[src/rtl/regfile_param_if.sv]
// Port bundle of the register file: two read ports, one write port and the
// busy scoreboard used by the issue stage.
interface regfile_param_if #(
    parameter int unsigned DATA_W = 32,
    parameter int unsigned ADDR_W = 5
);
    logic [ADDR_W-1:0] readReg1;
    logic [ADDR_W-1:0] readReg2;
    logic [DATA_W-1:0] readData1;
    logic [DATA_W-1:0] readData2;
    logic [ADDR_W-1:0] writeReg;
    logic [DATA_W-1:0] writeData;
    logic              write;
    logic              reserve;
    logic [ADDR_W-1:0] reserveReg;
    logic              busy1;
    logic              busy2;
    logic              ready;

    modport master (
        output readReg1, readReg2, writeReg, writeData, write, reserve, reserveReg,
        input  readData1, readData2, busy1, busy2, ready
    );

    modport slave (
        input  readReg1, readReg2, writeReg, writeData, write, reserve, reserveReg,
        output readData1, readData2, busy1, busy2, ready
    );
endinterface

[src/rtl/regfile_param.sv]
// Parametrised 2R/1W register file with write-first bypass, optional hardwired
// zero register, post-reset clear sweep and a per-register busy scoreboard.
module regfile_param #(
    parameter int unsigned DATA_W   = 32,
    parameter int unsigned ADDR_W   = 5,
    parameter int unsigned ZERO_REG = 1
) (
    input  logic           clk,
    input  logic           rst_n,
    regfile_param_if.slave bus
);
    localparam int unsigned       DEPTH    = 1 << ADDR_W;
    localparam logic [ADDR_W-1:0] LAST_IDX = ADDR_W'(DEPTH - 1);

    typedef enum logic {ST_CLEAR, ST_RUN} state_e;

    state_e            state_q, state_d;
    logic [ADDR_W-1:0] cnt_q, cnt_d;
    logic [DEPTH-1:0]  busy_q, busy_d;
    logic [DATA_W-1:0] rdata1_q, rdata1_d;
    logic [DATA_W-1:0] rdata2_q, rdata2_d;
    logic [DATA_W-1:0] mem_q [DEPTH];

    logic              mem_we;
    logic [ADDR_W-1:0] mem_waddr;
    logic [DATA_W-1:0] mem_wdata;
    logic              run;
    logic              wr_ok;
    logic              rsv_ok;

    assign run    = (state_q == ST_RUN);
    assign wr_ok  = run && bus.write   && !((ZERO_REG != 0) && (bus.writeReg   == '0));
    assign rsv_ok = run && bus.reserve && !((ZERO_REG != 0) && (bus.reserveReg == '0));

    always_comb begin
        // NOTE: every signal driven here gets a default first so no path infers a latch.
        state_d   = state_q;
        cnt_d     = cnt_q;
        busy_d    = busy_q;
        rdata1_d  = '0;
        rdata2_d  = '0;
        mem_we    = 1'b0;
        mem_waddr = cnt_q;
        mem_wdata = '0;
        unique case (state_q)
            ST_CLEAR: begin
                mem_we = 1'b1;
                cnt_d  = cnt_q + 1'b1;
                if (cnt_q == LAST_IDX) state_d = ST_RUN;
            end
            ST_RUN: begin
                mem_we    = wr_ok;
                mem_waddr = bus.writeReg;
                mem_wdata = bus.writeData;
                if (wr_ok)  busy_d[bus.writeReg]   = 1'b0;
                // Reserve is applied last: a new producer supersedes the retiring one.
                if (rsv_ok) busy_d[bus.reserveReg] = 1'b1;

                if ((ZERO_REG != 0) && (bus.readReg1 == '0)) rdata1_d = '0;
                else if (wr_ok && (bus.writeReg == bus.readReg1)) rdata1_d = bus.writeData;
                else rdata1_d = mem_q[bus.readReg1];

                if ((ZERO_REG != 0) && (bus.readReg2 == '0)) rdata2_d = '0;
                else if (wr_ok && (bus.writeReg == bus.readReg2)) rdata2_d = bus.writeData;
                else rdata2_d = mem_q[bus.readReg2];
            end
            default: state_d = ST_CLEAR;
        endcase
    end

    // NOTE: registered state uses non-blocking assignments only.
    always_ff @(posedge clk or negedge rst_n) begin
        if (!rst_n) begin
            state_q  <= ST_CLEAR;
            cnt_q    <= '0;
            busy_q   <= '0;
            rdata1_q <= '0;
            rdata2_q <= '0;
        end else begin
            state_q  <= state_d;
            cnt_q    <= cnt_d;
            busy_q   <= busy_d;
            rdata1_q <= rdata1_d;
            rdata2_q <= rdata2_d;
        end
    end

    // NOTE: the array has no reset port; the CLEAR sweep zeroes it instead.
    always_ff @(posedge clk) begin
        if (mem_we) mem_q[mem_waddr] <= mem_wdata;
    end

    assign bus.readData1 = rdata1_q;
    assign bus.readData2 = rdata2_q;
    assign bus.busy1     = run && busy_q[bus.readReg1];
    assign bus.busy2     = run && busy_q[bus.readReg2];
    assign bus.ready     = run;
endmodule

[src/flat_wrapper.sv]
// flat-port wrapper written by rule: the top's interface ports become plain ports
module regfile_param_flat 
#(
    parameter int unsigned DATA_W   = 32,
    parameter int unsigned ADDR_W   = 5,
    parameter int unsigned ZERO_REG = 1
)
  (clk, rst_n, bus_readReg1, bus_readReg2, bus_writeReg, bus_writeData, bus_write, bus_reserve, bus_reserveReg, bus_readData1, bus_readData2, bus_busy1, bus_busy2, bus_ready);
  regfile_param_if #(.DATA_W(DATA_W), .ADDR_W(ADDR_W)) bus_i ();
  input  logic clk;
  input  logic rst_n;
  input wire logic [$bits(bus_i.readReg1)-1:0] bus_readReg1;
  input wire logic [$bits(bus_i.readReg2)-1:0] bus_readReg2;
  input wire logic [$bits(bus_i.writeReg)-1:0] bus_writeReg;
  input wire logic [$bits(bus_i.writeData)-1:0] bus_writeData;
  input wire logic [$bits(bus_i.write)-1:0] bus_write;
  input wire logic [$bits(bus_i.reserve)-1:0] bus_reserve;
  input wire logic [$bits(bus_i.reserveReg)-1:0] bus_reserveReg;
  output wire logic [$bits(bus_i.readData1)-1:0] bus_readData1;
  output wire logic [$bits(bus_i.readData2)-1:0] bus_readData2;
  output wire logic [$bits(bus_i.busy1)-1:0] bus_busy1;
  output wire logic [$bits(bus_i.busy2)-1:0] bus_busy2;
  output wire logic [$bits(bus_i.ready)-1:0] bus_ready;
  assign bus_i.readReg1 = bus_readReg1;
  assign bus_i.readReg2 = bus_readReg2;
  assign bus_i.writeReg = bus_writeReg;
  assign bus_i.writeData = bus_writeData;
  assign bus_i.write = bus_write;
  assign bus_i.reserve = bus_reserve;
  assign bus_i.reserveReg = bus_reserveReg;
  assign bus_readData1 = bus_i.readData1;
  assign bus_readData2 = bus_i.readData2;
  assign bus_busy1 = bus_i.busy1;
  assign bus_busy2 = bus_i.busy2;
  assign bus_ready = bus_i.ready;
  regfile_param #(.DATA_W(DATA_W), .ADDR_W(ADDR_W), .ZERO_REG(ZERO_REG)) u_core (.clk(clk), .rst_n(rst_n), .bus(bus_i));
endmodule
[config.mk]
export PLATFORM = sky130hd
export DESIGN_NAME = regfile_param_flat
export DESIGN_NICKNAME = d
export VERILOG_FILES = /design/src/rtl/regfile_param_if.sv /design/src/rtl/regfile_param.sv /design/src/flat_wrapper.sv
export SDC_FILE = /design/constraint.sdc
export NUM_CORES = 1
export LEC_CHECK = 0
export CAP_MARGIN = 30
export CELL_PAD_IN_SITES_DETAIL_PLACEMENT = 1
export CELL_PAD_IN_SITES_GLOBAL_PLACEMENT = 1
export CORE_UTILIZATION = 40
export CTS_BUF_LIST = sky130_fd_sc_hd__clkbuf_4
export CTS_CLUSTER_SIZE = 24
export DETAILED_ROUTE_END_ITERATION = 10
export HOLD_SLACK_MARGIN = 0.06
export PLACE_DENSITY = 0.71
export SYNTH_ARGS = -nofsm -noshare
export SYNTH_HDL_FRONTEND = slang
export SYNTH_SLANG_ARGS = --single-unit
[constraint.sdc]
create_clock -name clk -period 5.68 [get_ports clk]
set_input_delay 1.704 -clock clk [delete_from_list [all_inputs] [get_ports clk]]
set_output_delay 1.704 -clock clk [all_outputs]
set_load 0.1 [all_outputs]
==> run_results.csv <==
group,metric,value,unit
power_and_ir_drop,ir_drop,0.000215,V
synthesis,synth-async-reset-ratio,9.06,%
synthesis,yosysTopAreaCell,"edfxtp_1",
critical_path,crit_path_end_kind,"primary output",
synthesis,synth_warnings,0,
timing,slew_violations,0,
finish,drive_above_1_share,36.2,%
place,hpwl,106000,um
critical_path,worstSetupStartpoint,"bus_readReg1[3]",
routing,drc,0,
power_and_ir_drop,sequentialPowerShare,49.4,%
timing,setup_viol,0,
timing,rsz0062_at_grt,"no",
clock_tree,cts_tree,"yes",
finish,fillers,11972,
power_and_ir_drop,power.leakage,19.7,nW
clock_tree,ctsHoldBuffers,0,
run_status,status,"finished, final reports clean",
timing,min_period_over_period,88.7,%
power_and_ir_drop,pwr-share-clk,38.4,%
die,io_pins,123,
place,dp_cells,4430,
routing,drtPass1Iterations,6,
routing,wl,180000,um
routing,ant_nets,0,
grt,grt_overflow,0,
grt,grt_max_degree,117,
synthesis,netlist.area_leader.share,59.9,%
hold_path,hold-path-cell-count,0,
die,rows,131,
power_and_ir_drop,comb_power_share,12.2,%
synthesis,synth_area,51300,um^2
hold_path,holdPathEnd,"u_core.busy_q[0]",
clock_tree,cts_resized,0,
critical_path,cp.arrival,3.33,ns
critical_path,r2r_cells,6,
clock_tree,insertion_delay,1.27,ns
timing,fin_skew,0.104,ns
place,io_buffers,122,
clock_tree,cts_sinks,1126,
hold_path,hold_path_class,"flop to flop",
timing,min_period,5.04,ns
power_and_ir_drop,p_sw,5.05,mW
power_and_ir_drop,power_density,313,nW/um^2
critical_path,worst_setup_path_start_kind,"input pin",
finish,instances_no_fill,4979,
grt,antenna_found_initial,7,
grt,grt_use_total,27.5,%
grt,grt_pass1_wl,254000,um
finish,area_growth,16.5,%
synthesis,synthCells,2713,
synthesis,synth.distinct_cells,49,
timing,relSlewSlack,20.2,%
power_and_ir_drop,total_power,18.7,mW
critical_path,setup.worst_path.class,"input pin to primary output",
finish,num-nets-final,3165,
critical_path,critical_path_required,3.98,ns
power_and_ir_drop,swShare,27.0,%
die,core_area,127000,um^2
synthesis,synth_most_common_cell,"edfxtp_1",
timing,timing.hold.ws,0.440,ns
clock_tree,clockRootBuffer,"clkbuf_4",
synthesis,avgSynthCellArea,18.9,um^2
critical_path,rrSetupSlack,2.26,ns
run,maxCapViolCount,0,
clock_tree,cts_setup_buffers,0,
critical_path,critPathMaxFanout,3,
critical_path,r2r-end,"u_core.mem_q[17][20]",
timing,fmax,199,MHz
die,start_util,40.3,%
synthesis,synth_nets,2771,
routing,initialDrtViolationCount,4619,
synthesis,synthTopCellsByArea,"edfxtp_1, mux4_2, dfrtp_1",
synthesis,ys.flop_type,"edfxtp_1",
critical_path,r2r-start,"u_core.bus.ready",
clock_tree,cts.clk_slew.worst_paths,0.05,ns
routing,num_vias,33152,
routing,routed_via_density,6.66,
power_and_ir_drop,p_int,13.7,mW
timing,hold_viol,0,
die,die_h,360,um
synthesis,synth_seq_cells,1126,
clock_tree,numCtsBuffers,308,
die,die_area,130000,um^2
die,fp.dieW,360,um
synthesis,synth_sequential_area_ratio,64.9,%
synthesis,synth_edf_count,1024,
hold_path,min-delay-start,"u_core.busy_q[0]",
clock_tree,clock_path_buffers,4,
grt,first_global_vias,34983,
clock_tree,htreeDepth,5,
synthesis,synth.cells.most_frequent,"edfxtp_1, mux4_2, o22ai_1",
place,gp_congestion,0.890,
timing,tightest_slew,1.20,ns
timing,setup_tns,0,ns
routing,post_drt_wl_per_cell,36.1,um
[per-layer routing]
layer	GRT usage [%]	wire length, um	up-vias
met5	0	57	-
met4	12.7	7430	8
met3	7.25	20800	462
met2	42.5	83700	2483
met1	36.4	67600	17516
li1	-	-	12683
[power groups by stage]
stage	sequential [mW]	combinational [mW]	clock, mW
4_1_cts	9.24	2.20	7.30
2_1_floorplan	9.79	0.988	0
3_3_place_gp	9.41	2.14	0
5_1_grt	9.24	2.35	7.69
6_report	9.24	2.28	7.19
3_5_place_dp	9.42	2.19	0
[state kept, by name, indices dropped and copies added, names as in the netlist]
signal                cells
u_core.bus.readData1     32
u_core.bus.readData2     32
u_core.bus.ready          1
u_core.busy_q            32
u_core.cnt_q              5
u_core.mem_q           1024
[per-stage QoR]
| step | setup slack, ns | util [%] | area, um^2 |
|---|---|---|---|
| after floorplan | 0.347 | - | 51300 |
| after global placement | 0.659 | 43.4 | 55200 |
| after detailed placement | 0.656 | 43.5 | 55400 |
| after CTS | 0.559 | 46.4 | 59100 |
| after global routing | 0.593 | 46.9 | 59800 |
| final | 0.643 | 46.9 | 59800 |
[worst max-delay path by stage]
| stage | slack, ns | endpoint |
|---|---|---|
| after detailed placement | 0.66 | bus_busy1 |
| final | 0.64 | bus_busy1 |
| after global routing | 0.59 | bus_ready |
| after floorplan | 0.35 | bus_busy2 |
| after global placement | 0.66 | bus_busy1 |
| after CTS | 0.56 | bus_ready |
[cell type report]
type                       count  area [um^2]  area share, %
sequential                  1126        33300           55.7
antenna                        5         12.5         0.0209
tap                         1662         2080           3.48
inverter                       7         26.3         0.0440
multi-input combinational   1368        17300           28.9
clock buffer                 451         3390           5.67
timing repair buffer         296         3360           5.61
clock inverter                64          328          0.549
[cells by family (layout without fill, tap and decap cells)]
group | after synthesis | count (layout) | synth area share [%]
and+or+nand+nor | 271 | 271 | 2.80
other | 0 | 5 | 0
adders and majority gates | 2 | 2 | 0.0488
xor gates and xnor gates | 13 | 13 | 0.222
DFF | 1126 | 1126 | 64.9
buffers and inverters | 219 | 818 | 2.07
muxes | 601 | 601 | 23.6
AOI/OAI and AO/OA | 481 | 481 | 6.42
[critical path, cell delays in order]
cell,delay [ns]
clkdlybuf4s50_1,0.53
inv_1,0.22
mux4_2,0.52
nand2_1,0.11
a21boi_2,0.09
buf_12,0.17
[layout by cell type, fill, tap and decap left out, drive strengths merged, types with 77 or more instances in the layout]
| cell type | instances |
|---|---|
| buf | 180 |
| clkdlybuf4s50 | 111 |
| nor3 | 77 |
| o22ai | 152 |
| clkbuf | 456 |
| o21ai | 92 |
| dfrtp | 102 |
| mux4 | 485 |
| edfxtp | 1024 |
| mux2i | 114 |
Note: power is estimated with default switching activity, not from simulation.
